### src/rtl/pkt_extractor.sv
// rtl/pkt_extractor.sv - UART byte-stream packet extractor with SOF sync, checksum and inter-byte timeout
module pkt_extractor #(
    parameter int unsigned PKT_LEN = 12,
    parameter logic [7:0]  SOF     = 8'hA5,
    parameter int unsigned USE_CHK = 1,
    parameter int unsigned TIMEOUT = 1000
) (
    input  logic                 clk,
    input  logic                 rst_n,
    input  logic [7:0]           rx_data,
    input  logic                 rx_valid,
    output logic [PKT_LEN*8-1:0] pkt_data,
    output logic                 pkt_valid,
    input  logic                 pkt_ready,
    output logic                 err_chk,
    output logic                 err_timeout,
    output logic                 err_ovf
);
    localparam int unsigned       IDX_W    = (PKT_LEN > 1) ? $clog2(PKT_LEN) : 1;
    localparam int unsigned       CNT_W    = $clog2(TIMEOUT + 1);
    localparam logic [IDX_W-1:0]  LAST_IDX = IDX_W'(PKT_LEN - 1);
    localparam logic [CNT_W-1:0]  CNT_LAST = CNT_W'(TIMEOUT - 1);

    typedef enum logic [1:0] {IDLE, PAYLOAD, CHECK, HOLD} state_t;

    state_t            state_q;
    logic [IDX_W-1:0]  idx_q;
    logic [7:0]        sum_q;
    logic [CNT_W-1:0]  cnt_q;
    logic [7:0]        slot_q [PKT_LEN];
    logic              valid_q;
    logic              err_chk_q;
    logic              err_to_q;
    logic              err_ovf_q;

    // A byte accepted in HOLD together with pkt_ready is treated as if the block were idle.
    logic sof_seen;
    assign sof_seen = rx_valid && (rx_data == SOF) &&
                      ((state_q == IDLE) || ((state_q == HOLD) && pkt_ready));

    always_ff @(posedge clk or negedge rst_n) begin
        if (!rst_n) begin
            state_q   <= IDLE;
            idx_q     <= '0;
            sum_q     <= '0;
            cnt_q     <= '0;
            valid_q   <= 1'b0;
            err_chk_q <= 1'b0;
            err_to_q  <= 1'b0;
            err_ovf_q <= 1'b0;
            for (int i = 0; i < PKT_LEN; i++) slot_q[i] <= '0;
        end else begin
            err_chk_q <= 1'b0;
            err_to_q  <= 1'b0;
            err_ovf_q <= 1'b0;
            case (state_q)
                IDLE: ;
                PAYLOAD: begin
                    if (rx_valid) begin
                        slot_q[idx_q] <= rx_data;
                        sum_q         <= sum_q + rx_data;
                        idx_q         <= idx_q + 1'b1;
                        cnt_q         <= '0;
                        if (idx_q == LAST_IDX) begin
                            if (USE_CHK != 0) begin
                                state_q <= CHECK;
                            end else begin
                                state_q <= HOLD;
                                valid_q <= 1'b1;
                            end
                        end
                    end else if (cnt_q == CNT_LAST) begin
                        err_to_q <= 1'b1;
                        state_q  <= IDLE;
                    end else begin
                        cnt_q <= cnt_q + 1'b1;
                    end
                end
                CHECK: begin
                    if (rx_valid) begin
                        cnt_q <= '0;
                        if (rx_data == sum_q) begin
                            state_q <= HOLD;
                            valid_q <= 1'b1;
                        end else begin
                            err_chk_q <= 1'b1;
                            state_q   <= IDLE;
                        end
                    end else if (cnt_q == CNT_LAST) begin
                        err_to_q <= 1'b1;
                        state_q  <= IDLE;
                    end else begin
                        cnt_q <= cnt_q + 1'b1;
                    end
                end
                HOLD: begin
                    if (pkt_ready) begin
                        valid_q <= 1'b0;
                        state_q <= IDLE;
                    end else if (rx_valid) begin
                        err_ovf_q <= 1'b1;
                    end
                end
                default: state_q <= IDLE;
            endcase
            if (sof_seen) begin
                state_q <= PAYLOAD;
                idx_q   <= '0;
                sum_q   <= '0;
                cnt_q   <= '0;
            end
        end
    end

    for (genvar g = 0; g < PKT_LEN; g++) begin : g_pack
        assign pkt_data[g*8 +: 8] = slot_q[g];
    end

    assign pkt_valid   = valid_q;
    assign err_chk     = err_chk_q;
    assign err_timeout = err_to_q;
    assign err_ovf     = err_ovf_q;
endmodule

### config.mk
export PLATFORM = sky130hd
export DESIGN_NAME = pkt_extractor
export DESIGN_NICKNAME = d
export VERILOG_FILES = /design/src/rtl/pkt_extractor.sv
export SDC_FILE = /design/constraint.sdc
export NUM_CORES = 1
export LEC_CHECK = 0
export CAP_MARGIN = 20
export CORE_MARGIN = 4
export CORE_UTILIZATION = 50
export DETAILED_ROUTE_END_ITERATION = 16
export PLACE_DENSITY = 0.78
export SYNTH_ARGS = -nofsm -noshare
export SYNTH_HDL_FRONTEND = slang
export SYNTH_SLANG_ARGS = --single-unit
### constraint.sdc
create_clock -name clk -period 3.48 [get_ports clk]
set_input_delay 0.348 -clock clk [delete_from_list [all_inputs] [get_ports clk]]
set_output_delay 0.348 -clock clk [all_outputs]
set_load 0.02 [all_outputs]
-- Yosys cells after proc, flatten, opt, wreduce, memory -nomap -nowiden
Index checks and enable logic that the tools add are counted.
- register bits after elaboration: 124
- latch bits: 0
- bits in writable memories: 0
- bits in read-only memories: 0
- input port bits: 12
- output and inout bits: 100
- memories: 0
- $add $sub $neg: 3
- multiply operators: 0
- div/mod/pow operators: 0
- $lt $le $gt $ge: 2
- eq/ne operators: 13
- shift operators: 0
- mux-type cells: 34
- bitwise gates (word level): 1
- reductions and logical operators: 17
- operator list (operator ; number):
    96-bit bitwise mux ; 1
    10-bit 2-to-1 mux ; 4
    8-bit demux with 4-bit select ; 1
    8-bit 2-to-1 mux ; 4
    2-bit 2-to-1 mux ; 7
    1-bit 2-to-1 mux ; 12
    4-bit 2-to-1 mux ; 3
    10-bit by 1-bit adder with 10-bit output, second input constant ; 1
    10-bit == test, second input constant ; 1
    8-bit adder ; 1
    8-bit == test ; 1
    8-bit == test, second input constant ; 1
    2-bit nonzero test ; 4
    2-bit != test, second input constant ; 3
    3-bit != test, second input constant ; 2
    2-bit one-hot mux with 3 select lines ; 1
    2-bit AND reduction ; 3
    5-bit >= comparator, second input constant ; 1
    5-bit by 1-bit less-than comparator with 1-bit output, second input constant ; 1
    4-bit NOT with 5-bit output ; 1
    4-bit by 1-bit adder with 4-bit output, second input constant ; 1
    2-bit == test, second input constant ; 2
    4-bit == test, second input constant ; 1
    1-bit logical AND ; 4
    9 further kinds ; 9

-- Longest topological paths before layout
Gate-level depths: netlist of run 1.
- depth after elaboration: 6
- depth in mapped cells: 8
- gate-level depth less buffers: 7

-- Least setup slack after synthesis of run 1
No wires, ideal clock.
- path type: input port to flip-flop
- start point: input rx_data[1]
- end point: register cnt_q[7]
- arrival: 1798 ps
- slack: 1618 ps
- stages: 5
- path through: or3b_1 > o41a_1 > or4_1 > a21oi_1 > a21o_1
- word-level cells in the longest chain between the ends: 5
- elaborated cells between the ends (all ways): 7
- those cells by class: 2 x eq/ne; 1 x mux; 4 x reduce/logical
- ends and longest elaborated chain (item ; line ; text):
    start: declaration ; 10 ; input logic [7:0] rx_data,
    8-bit == test (*) ; 38 ; assign sof_seen = rx_valid && (rx_data == SOF) &&
    1-bit logical AND (*) (2 in a row) ; 38 ;
    3-bit != test (no source line) / 2-bit nonzero test (equally long branches) ; n/a ;
    2-bit AND reduction (no source line) ; n/a ;
    end signal: assignment ; 76 ; cnt_q <= cnt_q + 1'b1;
    end signal: assignment ; 93 ; cnt_q <= cnt_q + 1'b1;
    end: declaration ; 29 ; logic [CNT_W-1:0] cnt_q;
Mark *: on every way between the ends. The rest lies on a longest branch, timed or not.
A chain may end at the register's enable or synchronous reset.

-- Worst setup path after layout of run 1
- start point: input rx_data[0]
- end point: register cnt_q[7]
Same word-level chain as after synthesis.

==> results of run 1 <==
where the power goes:
part | leakage (nW) | switching (mW) | internal [mW]
clock network | 0.277 | 0.644 | 1.04
logic | 1.50 | 0.325 | 0.235
registers | 1.71 | 0.103 | 1.55
total | 3.49 | 1.07 | 2.82
flip-flops by register name (all words and copies together) (netlist names):
name         cells
cnt_q           10
err_chk          1
err_ovf          1
err_timeout      1
idx_q            4
pkt_data        96
pkt_valid        1
state_q          2
sum_q            8
critical path: stages:
cell and delay, ns:
clkdlybuf4s50_1 0.70, or3b_1 0.43, o41a_1 0.53, or4_1 0.54, a21oi_1 0.15, a21o_1 0.10
cells by family (layout without fill, tap and decap cells):
logic type      Yosys count  in the layout
flops                   124            124
mux                     100            100
simple gates             93             93
compound gates           52             52
buf+inv                  26            166
fa+ha+maj                17             17
xor+xnor                  6              6
final timing paths:
kind / from / end / cells after the start
worst max-delay path: rx_data[0] / cnt_q[7] / 6
worst min-delay path: rst_n / cnt_q[3] / 2
worst max register to register: state_q[1] / cnt_q[7] / 6
worst min register to register: pkt_data[62] / pkt_data[62] / 1
max in group asynchronous: rst_n / pkt_data[40] / 3
min in group clk: pkt_data[62] / pkt_data[62] / 1
final cells by class:
class	instances	area, µm²
Fill cell	741	3130
Inverter	9	33.8
Timing Repair Buffer	126	1220
Multi-Input combinational cell	268	2180
Clock inverter	13	143
Clock buffer	18	428
Tap cell	136	170
Sequential cell	124	3100
layout by cell type (no fill, tap or decap), drive strengths merged, types with 3 or more instances in the layout:
| cell | synthesis | final |
|---|---|---|
| a21oi | 17 | 17 |
| a31oi | 3 | 3 |
| and3 | 3 | 3 |
| buf | 1 | 15 |
| clkbuf | 16 | 18 |
| clkdlybuf4s50 | 0 | 110 |
| clkinv | 0 | 7 |
| dfrtp | 124 | 124 |
| ha | 16 | 16 |
| inv | 9 | 11 |
| mux2 | 98 | 98 |
| nand2 | 39 | 39 |
| nand2b | 3 | 3 |
| nand3 | 5 | 5 |
| nand4 | 3 | 3 |
| nand4b | 3 | 3 |
| nor2 | 14 | 14 |
| nor3 | 6 | 6 |
| nor4 | 3 | 3 |
| o21ai | 12 | 12 |
| o21bai | 3 | 3 |
| or4 | 3 | 3 |
| xnor2 | 3 | 3 |
| xor2 | 3 | 3 |
metal layers:
metal  up-vias  wire [µm]
met5         -          0
met4         0        197
met3        17       1140
met2       131       6720
met1      1926       5660
li1       1746          -
Yosys cell counts, drive strengths merged (5+ instances only):
master,instances
dfrtp,124
mux2,98
nand2,39
a21oi,17
clkbuf,16
ha,16
nor2,14
o21ai,12
inv,9
nor3,6
nand3,5
stage by stage:
| step | power (mW) | hold slack, ns |
|---|---|---|
| finish | 3.89 | 0.490 |
| global placement | 2.19 | 0.487 |
| global route | 4.07 | 0.516 |
| detailed placement | 2.22 | 0.493 |
| CTS | 3.91 | 0.505 |
| floorplan | 2.01 | 0.0524 |
what timing repair did:
action                                 in CTS  in global routing
endpoints found under the hold margin      68                  0
hold buffers                                1                  0
resized for setup                           0                  0
==> impl_metrics.ini, run 1 <==
[cells_and_area]
fin_nets = 575
drive_gt1_frac = 0.260
diodes = 0
fin_util = 0.699
fin_area_um2 = 7280
fin_cells = 694
syn2layout_area_growth_pct = 35.3

[critical_path]
arrival_ns = 2.81
r2r_slack_ns = 1.23
end_kind = flop
critical_path_class = input pin to flop
start_kind = input pin
crit_required_ns = 3.93
cp_max_fo = 15

[floorplanning]
rows = 37
die_area_um2 = 12500
ios = 112
floorplan.initialDensity = 0.517
fp.dieW_um = 112
core_area_um2 = 10400
die_h_um = 112

[global_routing]
antenna_found_initial = 0
grt_usage = 0.232
busiest_layer = met2
grt_pass1_wl_um = 22700
grt_pass1_vias = 4226
grt-ovfl-total = 0
gr-usage-met3 = 0.0897
use_met2 = 0.378
grt_max_degree = 71
gr-usage-met1 = 0.289

[logic_synthesis]
muxShareOfSynthArea = 0.209
yosys.area.top_type = dfrtp_1
ys_async_sr_fraction = 1.00
synth.avg_cell_area_um2 = 12.9
ys.warnings.count = 0
ys_seq_elements = 124
synth_compound_area_frac = 0.0600
synthSimpleGateAreaFrac = 0.0858
syn_area_um2 = 5380
synth_fa_ha_area_frac = 0.0409
synth_top_family_by_area = multiplexers
synth-xor-area-share = 0.00976
synth_cell_types = 45
ys_seq_area_frac = 0.576
synth_ff_type = dfrtp_1
synth.top_cell.area_share = 0.576
synth_nets = 447
synth-edff-count = 0
synth_cells = 418
netlist_top_cells_area = dfrtp_1 58%, mux2_2 21%, ha_1 3.7%

[place]
dpl_cell_area_um2 = 6700
portBuffers = 111
placed_cells = 662
globalplace.congestion = 0.849
place_ws_ns = 0.633
dp_hpwl_um = 9150

[sta]
layout_setup_ws_ns = 1.13
slew_viol_final = 0
tightest_slew_ns = 0.881
period_minus_slack_ns = 2.35
hold_viol = 0
fmax_mhz = 425
slew_headroom = 0.413
finalCritPeriodShare = 0.676
setup_viol = 0
rsz0062_at_grt = false
timing.setup.tns_ns = 0
finClkSkew_ns = 0.00673

[clocking]
postCtsSetupBuffers = 0
clockBufferDepth = 2
h-tree-depth = 4
cts_tree = built
cts_buffers = 17
clock_latency_ns = 0.52
clk_pin_slew_worst_paths_ns = 0.06
root_buffer = clkbuf_8
clock-sinks = 124

[power_and_ir_drop]
leakage_nw = 3.49
p_per_area_nw_per_um2 = 534
peakVddDrop_mv = 0.467

[detailed_routing]
viasPerCell = 5.50
drt_first_pass_iters = 4
drt_iter0_drc = 184
ant_nets = 0
remaining_drc_errors = 0
wire_per_inst_um = 19.8
vias = 3820
wirelength_um = 13700

[run_status]
status = completed

[run]
maxCapViolations = 0

[min_path]
worstHoldPathType = input pin to async pin
Power figures use the tool's default switching activity.
==> inputs of run 2 (changes only) <==
Clock period 3.48 ns to 2.4 ns, I/O delays scaled along.
==> impl_metrics.ini, run 2 (same netlist as run 1, synthesis figures left out) <==
[run_status]
status = completed

[detailed_routing]
drt_first_pass_iters = 5
viasPerCell = 5.45
vias = 3818
wirelength_um = 13700
remaining_drc_errors = 0
ant_nets = 0
drt_iter0_drc = 213
wire_per_inst_um = 19.5

[cells_and_area]
diodes = 0
syn2layout_area_growth_pct = 36.5
multi_input_area_um2 = 2180
fin_util = 0.706
fin_nets = 581
final-seq-area_um2 = 3100
mostFrequentLayoutCells = 124 x dfrtp_1, 110 x clkdlybuf4s50_1, 98 x mux2_2, 39 x nand2_1, 21 x buf_4
largest_reg_flops = 96
final_common_cell = dfrtp_1
n_fill_cell = 732
fin_cells = 700
drive_gt1_frac = 0.266

[sta]
rsz0062_at_grt = false
slew_viol_final = 0
fmax_mhz = 481
finalCritPeriodShare = 0.867
period_minus_slack_ns = 2.08
finClkSkew_ns = 0.00928
tightest_slew_ns = 0.534
hold_viol = 0
setup_viol = 0
slew_headroom = 0.644

[critical_path]
worstSetupEndpoint = state_q[1]
arrival_ns = 2.46
reg2reg_from = sum_q[5]
path_buf_inv = 0
crit_required_ns = 2.78
r2r_slack_ns = 0.32
start_kind = flop
cp_top_family = simple AND/OR/NAND/NOR gates
worst_path_max_delay_cell = nor4_1
cp_max_fo = 4
r2r-end = state_q[1]
worst-path-stages = 5
end_kind = flop
worstSetupStartpoint = sum_q[5]
max_stage_delay_ns = 0.43
critical_path_class = flop to flop
reg2regPathDepth = 5
crit_chain = ha_1 -> nor4_1 -> nand3_1 -> and3_1 -> a2111oi_0

[place]
placed_cells = 668
portBuffers = 111
globalplace.congestion = 0.835
dp_hpwl_um = 9330

[clocking]
h-tree-depth = 4
clock-sinks = 124
cts_hold_buf = 1
root_buffer = clkbuf_8
cts_resized = 0
clockBufferDepth = 2
postCtsSetupBuffers = 0
clk_pin_slew_worst_paths_ns = 0.06
clock_latency_ns = 0.52
cts_buffers = 17
cts_tree = built

[global_routing]
grt_pass1_wl_um = 22600
grt_usage = 0.231
grt_max_degree = 42
grt_pass1_vias = 4243
grt-ovfl-total = 0
antenna_found_initial = 0

[power_and_ir_drop]
leakage_nw = 3.52
finalPower_mw = 5.77
peakVddDrop_mv = 0.550
p_per_area_nw_per_um2 = 786

[floorplanning]
die_area_um2 = 12500
ios = 112
rows = 37
die_h_um = 112
core_area_um2 = 10400
fp.dieW_um = 112
floorplan.initialDensity = 0.517

[run]
maxCapViolations = 0

[min_path]
worstHoldPathType = input pin to async pin
## run 2: cell types whose count changed in the layout (fill, tap and decap cells not counted), sizes merged
cell,change
clkbuf,+1
inv,+2
clkinv,-5
clkinvlp,+1
bufinv,+1
buf,+6
## run 2: layer usage
layer | vias up | routed length, µm | GRT usage
li1 | 1757 | - | -
met1 | 1912 | 5590 | 0.284
met2 | 120 | 6550 | 0.366
met3 | 29 | 1230 | 0.104
met4 | 0 | 284 | 0.0754
met5 | - | 0 | 0
## run 2: worst reg2reg max path: stages, from the launching register on
cell       delay [ns]
dfrtp_1          0.39
ha_1             0.32
nor4_1           0.43
nand3_1          0.15
and3_1           0.24
a2111oi_0        0.41
## run 2: cell type report
| type | count | share of cell area |
|---|---|---|
| flip-flops and latches | 124 | 0.422 |
| multi-input cells | 268 | 0.297 |
| repair buffers | 132 | 0.173 |
| clock buffers | 19 | 0.0587 |
| well taps | 136 | 0.0232 |
| clock inverters | 12 | 0.0220 |
| inverters | 9 | 0.00460 |
## run 2: through the flow
step | setup TNS [ns] | setup WS (ns) | hold WS (ns) | area [µm²]
final | 0 | 0.319 | 0.239 | 7350
after global routing | 0 | 0.143 | 0.277 | 7350
after CTS | 0 | 0.295 | 0.245 | 7350
after detailed placement | -0.186 | -0.186 | 0.259 | 6750
after global placement | -0.0676 | -0.0676 | 0.254 | 6750
after floorplan | 0 | 0.542 | -0.0556 | 5380
## run 2: power by group
group,internal [mW],switching [mW],leakage [nW],total (mW)
logic,0.360,0.474,1.53,0.834
clock network,1.61,0.940,0.282,2.55
registers,2.24,0.144,1.71,2.38
## run 2: worst min path at each step
| stage | cells after the start | slack (ns) | endpoint |
|---|---|---|---|
| after detailed placement | 1 | 0.26 | err_ovf |
| after floorplan | 0 | -0.06 | cnt_q[0] |
| after global routing | 2 | 0.28 | err_ovf |
| after CTS | 2 | 0.25 | err_ovf |
| final | 2 | 0.24 | err_ovf |
| after global placement | 1 | 0.25 | pkt_data[95] |
==> inputs of run 3 (changes only) <==
Settings changed: ABC_AREA from default to 1, CORE_MARGIN 4 to default.
==> impl_metrics.ini, run 3 <==
[critical_path]
crit_required_ns = 2.16
max_stage_delay_ns = 0.62
end_kind = output pin
worst_path_max_delay_cell = clkdlybuf4s50_1
critical_path_class = flop to output pin
start_kind = flop
cp_top_family = buffers and inverters
crit_chain = clkdlybuf4s50_1
path_buf_inv = 1
arrival_ns = 1.54
cp_max_fo = 2

[sta]
rsz0062_at_grt = false
period_minus_slack_ns = 1.78
slew_headroom = 0.595
hold_viol = 0
finalCritPeriodShare = 0.742
finClkSkew_ns = 0.00467
timing.setup.tns_ns = 0
fmax_mhz = 562
setup_viol = 0
tightest_slew_ns = 0.607
slew_viol_final = 0

[floorplanning]
die_area_um2 = 11600
floorplan.initialDensity = 0.515
rows = 38
fp.dieW_um = 108
ios = 112
die_h_um = 108
core_area_um2 = 10800

[detailed_routing]
vias = 4603
remaining_drc_errors = 0
wirelength_um = 13100
wire_per_inst_um = 14.7
ant_nets = 0
drt_first_pass_iters = 7
drt_iter0_drc = 299
viasPerCell = 5.18

[logic_synthesis]
synth_cells = 624
synth_cell_types = 25
ys.warnings.count = 0
synth_ff_type = dfrtp_1
muxShareOfSynthArea = 0
synth-edff-count = 0
syn_area_um2 = 5580
synth_fa_ha_area_frac = 0.0395
synth.avg_cell_area_um2 = 8.94
yosys-top-cells-count = 190 x nand2_1, 124 x dfrtp_1, 65 x o21ai_0, 49 x inv_1
synth_top_family_by_area = simple AND/OR/NAND/NOR gates
synthSimpleGateAreaFrac = 0.220
synth.most_common_cell = nand2_1
yosys.area.top_type = dfrtp_1
netlist_top_cells_area = dfrtp_1 56%, nand2_1 13%, o21ai_0 5.8%
ys_seq_area_frac = 0.556
synth-xor-area-share = 0.00314
ys_async_sr_fraction = 1.00
synth_nets = 653
synth.top_cell.area_share = 0.556
ys_seq_elements = 124
synth_compound_area_frac = 0.124

[power_and_ir_drop]
seq_power_share = 0.343
intPower_mw = 6.13
combPwrFrac = 0.408
peakVddDrop_mv = 0.860
p_sw_mw = 3.74
power.share.clock = 0.249
swShare = 0.379
p_per_area_nw_per_um2 = 1340
leakage_nw = 3.45

[min_path]
worstHoldPathType = input pin to async pin

[cells_and_area]
drive_gt1_frac = 0.119
fin_util = 0.680
largest_reg_flops = 96
final-seq-area_um2 = 3100
final_common_cell = nand2_1
mostFrequentLayoutCells = 190 x nand2_1, 124 x dfrtp_1, 110 x clkdlybuf4s50_1, 65 x o21ai_0, 49 x inv_1
multi_input_area_um2 = 2150
n_fill_cell = 828
diodes = 0
syn2layout_area_growth_pct = 32.2
fin_nets = 765

[global_routing]
grt_usage = 0.244
grt_pass1_vias = 4332
grt_pass1_wl_um = 21300
antenna_found_initial = 0
grt-ovfl-total = 0
grt_max_degree = 44

[clocking]
cts_resized = 0
clock-sinks = 124
cts_buffers = 17
root_buffer = clkbuf_8
h-tree-depth = 4
clock_latency_ns = 0.53
clockBufferDepth = 2
clk_pin_slew_worst_paths_ns = 0.06
cts_hold_buf = 1
cts_tree = built
postCtsSetupBuffers = 0

[place]
globalplace.congestion = 0.873
dp_hpwl_um = 8960
portBuffers = 111

[run]
maxCapViolations = 0

[run_status]
status = completed
-- run 3: final timing paths --
path	cells past startpoint	endpoint	slack, ns	from
worst min-delay path	2	pkt_data[78]	0.26	rst_n
worst max register to register	7	cnt_q[7]	0.65	cnt_q[0]
min in group clk	4	err_ovf	0.46	pkt_ready
worst max-delay path	1	pkt_data[51]	0.62	pkt_data[51]
max in group asynchronous	3	pkt_data[18]	1.49	rst_n
worst min register to register	2	pkt_data[46]	0.48	pkt_data[46]
-- run 3: metal layers --
layer | vias up | global-route usage | share of wire
met5 | - | 0 | 0
met4 | 0 | 0.0773 | 0.015
met3 | 17 | 0.0623 | 0.062
met2 | 159 | 0.396 | 0.48
met1 | 2190 | 0.322 | 0.44
li1 | 2237 | - | -
-- run 3: layout make-up --
type                    count  area share
flip-flops and latches    124       0.421
well taps                 140      0.0238
clock buffers              19      0.0585
repair buffers            116       0.159
inverters                  52      0.0265
multi-input cells         425       0.292
clock inverters            13      0.0195
-- run 3: cell families (layout without fill, tap and decap cells) --
kind of cell	after synthesis	after routing
AND/OR/NAND/NOR	285	285
flip-flops	124	124
AO/OA/AOI/OAI	121	121
buffers and inverters	75	200
adder cells (fa/ha/maj)	17	17
XOR/XNOR	2	2
-- run 3: power groups by stage --
stage	sequential [mW]	combinational, mW	clock [mW]
after global placement	3.39	3.90	0
final	3.39	4.02	2.46
after floorplan	4.13	1.59	0
after global routing	3.47	4.42	2.58
after detailed placement	3.41	4.02	0
after CTS	3.38	4.05	2.48
-- run 3: through the flow --
step | area, µm² | power [mW] | hold slack [ns] | worst slack [ns] | cells
after global routing | 7370 | 10.5 | 0.307 | 0.519 | 889
after global placement | 6790 | 7.29 | 0.268 | 0.354 | 856
final | 7370 | 9.87 | 0.257 | 0.620 | 889
after CTS | 7370 | 9.92 | 0.276 | 0.613 | 889
after floorplan | 5580 | 5.72 | -0.0556 | 0.945 | 624
after detailed placement | 6790 | 7.43 | 0.282 | 0.291 | 856
